`config.mk`:
```
export PLATFORM = sky130hd
export DESIGN_NAME = booth_mac_acc_flat
export DESIGN_NICKNAME = d
export VERILOG_FILES = /design/src/rtl/booth_mac_acc_if.sv /design/src/rtl/booth_mac_acc.sv /design/src/flat_wrapper.sv
export SDC_FILE = /design/constraint.sdc
export NUM_CORES = 1
export LEC_CHECK = 0
export ABC_AREA = 0
export BUFFER_PORTS_ARGS = -buffer_cell sky130_fd_sc_hd__buf_2
export CAP_MARGIN = 30
export CORE_ASPECT_RATIO = 0.6
export CORE_MARGIN = 3
export CORE_UTILIZATION = 35
export DETAILED_ROUTE_END_ITERATION = 8
export PLACE_DENSITY = 0.65
export SYNTH_ARGS = -nofsm -noshare
export SYNTH_HDL_FRONTEND = slang
export SYNTH_SLANG_ARGS = --single-unit
```
`constraint.sdc`:
```
create_clock -name clk -period 2.9 [get_ports clk]
set_input_delay 0 -clock clk [delete_from_list [all_inputs] [get_ports clk]]
set_output_delay 0 -clock clk [all_outputs]
set_load 0.05 [all_outputs]
```
`src/rtl/booth_mac_acc_if.sv`:
```
// Handshake bundle between the Booth multiplier stage and the block accumulator.
// master drives products and the downstream ready; slave is the accumulator.
interface booth_mac_acc_if #(
    parameter int WIDTH = 6,
    parameter int ACC_W = 16,
    parameter int CNT_W = 3
);
    logic signed [2*WIDTH-1:0] prod;
    logic                      in_valid;
    logic                      in_ready;
    logic                      clr;
    logic signed [ACC_W-1:0]   acc_out;
    logic                      out_valid;
    logic                      out_ready;
    logic [CNT_W-1:0]          count;
    logic                      ovf;

    modport master (
        output prod, in_valid, clr, out_ready,
        input  in_ready, acc_out, out_valid, count, ovf
    );

    modport slave (
        input  prod, in_valid, clr, out_ready,
        output in_ready, acc_out, out_valid, count, ovf
    );
endinterface

```
`src/rtl/booth_mac_acc.sv`:
```
// Block accumulator for signed Booth multiplier products.
// Sums LEN products, presents the sum on a held output handshake, then clears.
// Optional macro BOOTH_MAC_SAT_EN: clamp on signed overflow instead of wrapping.
module booth_mac_acc #(
    parameter int WIDTH = 6,
    parameter int ACC_W = 16,
    parameter int LEN   = 4,
    parameter int CNT_W = $clog2(LEN + 1)
) (
    input  logic              clk,
    input  logic              rst,
    booth_mac_acc_if.slave    bus
);
    localparam logic [0:0] ST_ACC = 1'b0;
    localparam logic [0:0] ST_OUT = 1'b1;

    logic [0:0]              state_p1;
    logic signed [ACC_W-1:0] acc_p1;
    logic [CNT_W-1:0]        count_p1;
    logic                    ovf_p1;

    logic signed [ACC_W-1:0] prod_ext;
    logic signed [ACC_W-1:0] raw_sum;
    logic signed [ACC_W-1:0] next_sum;
    logic                    ovf_hit;
    logic                    take_in;
    logic                    take_out;
    logic                    last_in;

    // Two's-complement overflow: operands agree in sign, result does not.
    function automatic logic add_ovf(input logic signed [ACC_W-1:0] a,
                                     input logic signed [ACC_W-1:0] b,
                                     input logic signed [ACC_W-1:0] s);
        return (a[ACC_W-1] == b[ACC_W-1]) && (s[ACC_W-1] != a[ACC_W-1]);
    endfunction

    // Accumulator add; wraps by default, clamps to the rails when saturation is built in.
    function automatic logic signed [ACC_W-1:0] sat_add(input logic signed [ACC_W-1:0] a,
                                                        input logic signed [ACC_W-1:0] b);
        logic signed [ACC_W-1:0] s;
        s = a + b;
`ifdef BOOTH_MAC_SAT_EN
        if (add_ovf(a, b, s)) begin
            s = a[ACC_W-1] ? {1'b1, {(ACC_W-1){1'b0}}} : {1'b0, {(ACC_W-1){1'b1}}};
        end
`endif
        return s;
    endfunction

    // Size cast of a signed operand sign-extends, and stays legal when ACC_W == 2*WIDTH.
    assign prod_ext = ACC_W'(bus.prod);
    assign raw_sum  = acc_p1 + prod_ext;
    assign next_sum = sat_add(acc_p1, prod_ext);
    assign ovf_hit  = add_ovf(acc_p1, prod_ext, raw_sum);

    assign take_in  = bus.in_valid && (state_p1 == ST_ACC);
    assign take_out = bus.out_ready && (state_p1 == ST_OUT);
    assign last_in  = (count_p1 == CNT_W'(LEN - 1));

    // Block state machine: accumulate LEN products, then hold the sum until taken.
    always_ff @(posedge clk) begin
        if (rst || bus.clr) begin
            state_p1 <= ST_ACC;
            acc_p1   <= '0;
            count_p1 <= '0;
            ovf_p1   <= 1'b0;
        end else begin
            case (state_p1)
                ST_ACC: begin
                    if (take_in) begin
                        acc_p1   <= next_sum;
                        count_p1 <= count_p1 + 1'b1;
                        if (ovf_hit) begin
                            ovf_p1 <= 1'b1;
                        end
                        if (last_in) begin
                            state_p1 <= ST_OUT;
                        end
                    end
                end
                ST_OUT: begin
                    if (take_out) begin
                        state_p1 <= ST_ACC;
                        acc_p1   <= '0;
                        count_p1 <= '0;
                        ovf_p1   <= 1'b0;
                    end
                end
                default: begin
                    state_p1 <= ST_ACC;
                end
            endcase
        end
    end

    assign bus.in_ready  = (state_p1 == ST_ACC);
    assign bus.out_valid = (state_p1 == ST_OUT);
    assign bus.acc_out   = acc_p1;
    assign bus.count     = count_p1;
    assign bus.ovf       = ovf_p1;
endmodule

```
`src/flat_wrapper.sv`:
```
// flat-port wrapper written by rule: the top's interface ports become plain ports
module booth_mac_acc_flat 
#(
    parameter int WIDTH = 6,
    parameter int ACC_W = 16,
    parameter int LEN   = 4,
    parameter int CNT_W = $clog2(LEN + 1)
)
  (clk, rst, bus_prod, bus_in_valid, bus_clr, bus_out_ready, bus_in_ready, bus_acc_out, bus_out_valid, bus_count, bus_ovf);
  booth_mac_acc_if #(.WIDTH(WIDTH), .ACC_W(ACC_W), .CNT_W(CNT_W)) bus_i ();
  input  logic clk;
  input  logic rst;
  input wire logic [$bits(bus_i.prod)-1:0] bus_prod;
  input wire logic [$bits(bus_i.in_valid)-1:0] bus_in_valid;
  input wire logic [$bits(bus_i.clr)-1:0] bus_clr;
  input wire logic [$bits(bus_i.out_ready)-1:0] bus_out_ready;
  output wire logic [$bits(bus_i.in_ready)-1:0] bus_in_ready;
  output wire logic [$bits(bus_i.acc_out)-1:0] bus_acc_out;
  output wire logic [$bits(bus_i.out_valid)-1:0] bus_out_valid;
  output wire logic [$bits(bus_i.count)-1:0] bus_count;
  output wire logic [$bits(bus_i.ovf)-1:0] bus_ovf;
  assign bus_i.prod = bus_prod;
  assign bus_i.in_valid = bus_in_valid;
  assign bus_i.clr = bus_clr;
  assign bus_i.out_ready = bus_out_ready;
  assign bus_in_ready = bus_i.in_ready;
  assign bus_acc_out = bus_i.acc_out;
  assign bus_out_valid = bus_i.out_valid;
  assign bus_count = bus_i.count;
  assign bus_ovf = bus_i.ovf;
  booth_mac_acc #(.WIDTH(WIDTH), .ACC_W(ACC_W), .LEN(LEN), .CNT_W(CNT_W)) u_core (.clk(clk), .rst(rst), .bus(bus_i));
endmodule
```
Word level (Yosys, flattened, before mapping)
Cells that the tools add are included.
{ "word_totals": {"register_bits": 21, "out_inout_bits": 22, "in_bits": 17, "elab_cells": 33} }
{ "op_classes": {"bitwise": 1, "n_addsub": 2, "reduce_logical": 6, "n_eq_ne": 6, "mux": 14} }
{ "op_table": {"columns": ["operator", "count"], "rows": [
  ["16-bit two-way mux", 2],
  ["16-bit case mux with 2 select lines", 1],
  ["16-bit by 12-bit adder with 16-bit output", 1],
  ["1-bit two-way mux", 6],
  ["3-bit two-way mux", 2],
  ["3-bit case mux with 2 select lines", 1],
  ["2-bit by 1-bit inequality test with 1-bit output (second input constant)", 2],
  ["1-bit case mux with 2 select lines", 2],
  ["3-bit by 1-bit adder with 3-bit output (second input constant)", 1],
  ["3-bit by 2-bit == test with 1-bit output (second input constant)", 1],
  ["1-bit logical AND", 3],
  ["3-bit AND reduction", 1],
  ["2-bit inequality test (second input constant)", 1],
  ["2-bit AND reduction", 1],
  ["1-bit == test", 1],
  ["1-bit logical OR", 1],
  ["1-bit inequality test", 1],
  ["1-bit inverter", 1]
]} }

Logic depth before layout (Yosys ltp)
{ "logic_depth": {"word_depth": 6, "mapped_depth": 10} }

Worst setup path before layout
OpenSTA, ideal clock, no wires.
{ "synth_timing": {"path_kind": "register -> register", "from": "register u_core.acc_p1[0], in the netlist u_core.bus.acc_out[0]", "to": "register u_core.acc_p1[8], in the netlist u_core.bus.acc_out[8]", "t_required_ns": 2.783, "arrival_ns": 2.346, "setup_time_ns": 0.117, "path_stages_with_launch": 11, "period_less_slack_ns": 2.462, "path_slack_ns": 0.438, "path_cell_list": "dfxtp_1 ha_1 fa_1 a21o_1 a21oi_1 o21bai_1 a21oi_1 o21bai_1 a21oi_1 xnor2_1 a22o_1"} }
{ "synth_via": {"elab_chain_cells": 3} }
{ "synth_lines": {"columns": ["element", "line_no", "rtl"], "rows": [
  ["from (decl)", "booth_mac_acc.sv:18", "logic signed [ACC_W-1:0] acc_p1;"],
  ["from (signal assigned)", "booth_mac_acc.sv:71", "acc_p1 <= next_sum;"],
  ["16-bit by 12-bit adder with 16-bit output", "booth_mac_acc.sv:41", "s = a + b;"],
  ["16-bit two-way mux", "booth_mac_acc.sv:70", "if (take_in) begin"],
  ["16-bit case mux with 2 select lines", "booth_mac_acc.sv:68", "case (state_p1)"]
]} }
No other way between the ends. The select of a mux whose other input is x is not followed.
A chain may end at the register's enable or synchronous reset.

Worst setup path in the final report
{ "layout_timing": {"from": "register u_core.acc_p1[0], in the netlist u_core.bus.acc_out[0]", "to": "register u_core.acc_p1[14], in the netlist u_core.bus.acc_out[14]"} }
The elaborated chain is that of the path after synthesis.

==> results.tsv <==
metric	value	unit
HP Class	in -> reg	
R2R setup slack	0.52	ns
Placed Cells incl. Taps	247	
Max-Cap Viols	0	
Starting Density	0.381	
DRC	0	
final std cells w/o fill	251	
Crit Path Category	reg -> reg	
Slew Limit Headroom	0.552	
Cells after Synth	164	
Crit. End Element	flop	
GPL Wtd Cong	0.853	
Final period util	0.821	
root buf cell	clkbuf_8	
largest net degree at the start of global routing	15	
pwr dens	412	mW/mm^2
Rows	17	
Crit Path Max Fanout	3	
Setup Skew	0.000937	ns
Final Hold Viols	0	
Data arrival, critical path	2.54	ns
vias in the first global route	1183	
io pins	39	
syn avg cell area	8.90	sq um
Via density	5.16	
initial antenna violation count	0	
routed wire length per instance	13.0	um
status	finished clean	
clock sinks	21	
Core Area	0.00383	sq mm
# diodes	0	
Least-Margin Pin Slew	0.670	ns
yosys warns	0	
RSZ-0062 raised after global routing	false	
die area	0.00501	sq mm
Die W	89.4	um
gr ovfl total	0	
layout cells sized above 1	0.270	
distinct cell type count after synthesis	36	
Area Overhead vs Synth	18.6	%
fin crit period	2.38	ns
Critical Path RT	3.06	ns
area of the multi-input gates	971	sq um
total track usage	0.137	
CP max stage cell	fa_1	
fillcell total	382	
first-pass GRT wire length	5510	um
Final WS setup	0.520	ns
fmax	420	MHz
final WL	3280	um
final setup fails	0	
TritonCTS clock tree	yes	
H-tree depth	1	
asr flop ratio synth	0	
Primary FF master, synth	dfxtp_1	
setup tns final	0	ns
crit-path max cell delay	0.42	ns
Synth Register Bits	21	
sequential area share after synthesis	0.288	
EDFF count, synth	0	
Bufs on Longest Clock Path	2	
Setup Buffers After CTS	0	
worst path cell trace	ha_1, fa_1, a21o_1, a21oi_1, o21bai_1, a41oi_2, o211ai_1, nor2_1, xnor2_1, a22o_1	
Worst VDD drop	180	uV
post_cts resized	0	
max-slew violations	0	
Post-CTS Hold Fix Bufs	0	
clock latency on the worst-skew pair	0.26	ns
Setup WS pre-CTS	0.557	ns
routed via count	1296	
first drt pass iteration count	4	
cts bufs inserted	3	
FF+latch area	420	sq um
dpl hpwl	2500	um
Net Count, Synth	199	
Worst Setup Start Kind	flop	
Vert. Die Dim	56.0	um
DRT antenna net count	0	
IO buf count	38	
Cell Area, Synth	0.00146	sq mm
initial drt markers	69	
Pleak	0.850	nW
nets	240	
Worst-path clk slew	0.08	ns
==> cells by family (layout without fill, tap and decap cells) <==
| kind of cell | Yosys count | in the layout | share of synthesized area |
|---|---|---|---|
| AO/OA/AOI/OAI | 57 | 57 | 0.276 |
| XOR/XNOR | 13 | 13 | 0.0780 |
| adder cells (fa/ha/maj) | 18 | 18 | 0.159 |
| buffers and inverters | 11 | 51 | 0.0471 |
| flip-flops | 21 | 21 | 0.288 |
| multiplexers | 1 | 1 | 0.00686 |
| AND/OR/NAND/NOR | 43 | 43 | 0.145 |
==> through the flow <==
| stage | util | area [sq um] | hold WS [ns] | power [mW] |
|---|---|---|---|---|
| 5_1_grt | 0.452 | 1730 | 0.0558 | 0.753 |
| 2_1_floorplan | - | 1460 | 0.163 | 0.474 |
| 6_report | 0.452 | 1730 | 0.0424 | 0.714 |
| 3_3_place_gp | 0.440 | 1690 | 0.301 | 0.518 |
| 3_5_place_dp | 0.440 | 1690 | 0.306 | 0.518 |
| 4_1_cts | 0.452 | 1730 | 0.0269 | 0.721 |
==> worst paths after layout <==
kind	start	end	cells past startpoint
worst max-delay path	u_core.bus.acc_out[0]	u_core.bus.acc_out[14]	10
worst min-delay path	bus_in_valid	u_core.bus.out_valid	3
worst max register to register	u_core.bus.acc_out[0]	u_core.bus.acc_out[14]	10
worst min register to register	u_core.bus.ovf	u_core.bus.ovf	1
==> area by class of cell <==
type | count | area share
timing repair buffer | 41 | 0.123
sequential | 21 | 0.243
inverter | 6 | 0.0130
clock buffer | 3 | 0.0238
tap | 47 | 0.0340
multi-input combinational | 132 | 0.561
clock inverter | 1 | 0.00289
==> flip-flops by register name, summed over array words and instances, names as in the netlist <==
register and count:
u_core.bus.acc_out 16, u_core.bus.count 3, u_core.bus.ovf 1, u_core.bus.out_valid 1
==> synthesized netlist by cell type (2+ instances only) <==
library cell,n,share of area
xor2_1,3,0.018
o21bai_1,3,0.015
o21ai_0,3,0.010
dfxtp_1,21,0.29
o21a_1,2,0.010
a22oi_1,8,0.041
clkbuf_1,2,0.0051
o21ai_1,2,0.0069
a21o_1,5,0.026
nor2b_1,5,0.021
clkbuf_8,2,0.019
xnor2_1,10,0.060
a22o_1,9,0.054
a21oi_1,17,0.058
or2_2,2,0.0086
nor2_1,21,0.054
nand2_1,6,0.015
a211oi_1,2,0.010
inv_1,6,0.015
nand3_1,2,0.0069
nand4_1,2,0.0086
ha_1,17,0.15
==> placed cells by master (no fill, tap or decap), types with 2 or more instances in the layout <==
cell	count
nor2b_1	5
buf_4	3
or2_2	2
nand2_1	6
a211oi_1	2
ha_1	17
a21oi_1	17
a22o_1	9
o21ai_0	3
nand3_1	2
buf_2	38
dfxtp_1	21
o21a_1	2
inv_1	6
xnor2_1	10
clkbuf_8	3
xor2_1	3
a21o_1	5
nor2_1	21
o21ai_1	2
nand4_1	2
a22oi_1	8
o21bai_1	3
==> power breakdown <==
| part | total [mW] | switching [mW] | internal, mW |
|---|---|---|---|
| clock network | 0.201 | 0.105 | 0.0959 |
| registers | 0.309 | 0.00945 | 0.299 |
| logic | 0.204 | 0.125 | 0.0783 |
| total | 0.714 | 0.240 | 0.473 |
==> worst max-delay path, delay by kind of cell (launching register included) <==
kind,cells,cell delay (ns)
simple gates,1,0.13
fa+ha+maj,2,0.66
compound gates,6,1.09
xor+xnor,1,0.07
flops,1,0.33
==> per-layer routing <==
metal	vias to the layer above	routed length, um	track usage
li1	677	-	-
met3	2	198	0.0414
met2	35	1310	0.187
met5	-	0	0
met1	582	1750	0.209
met4	0	17	0.0255
Power figures use the tool's default switching activity.
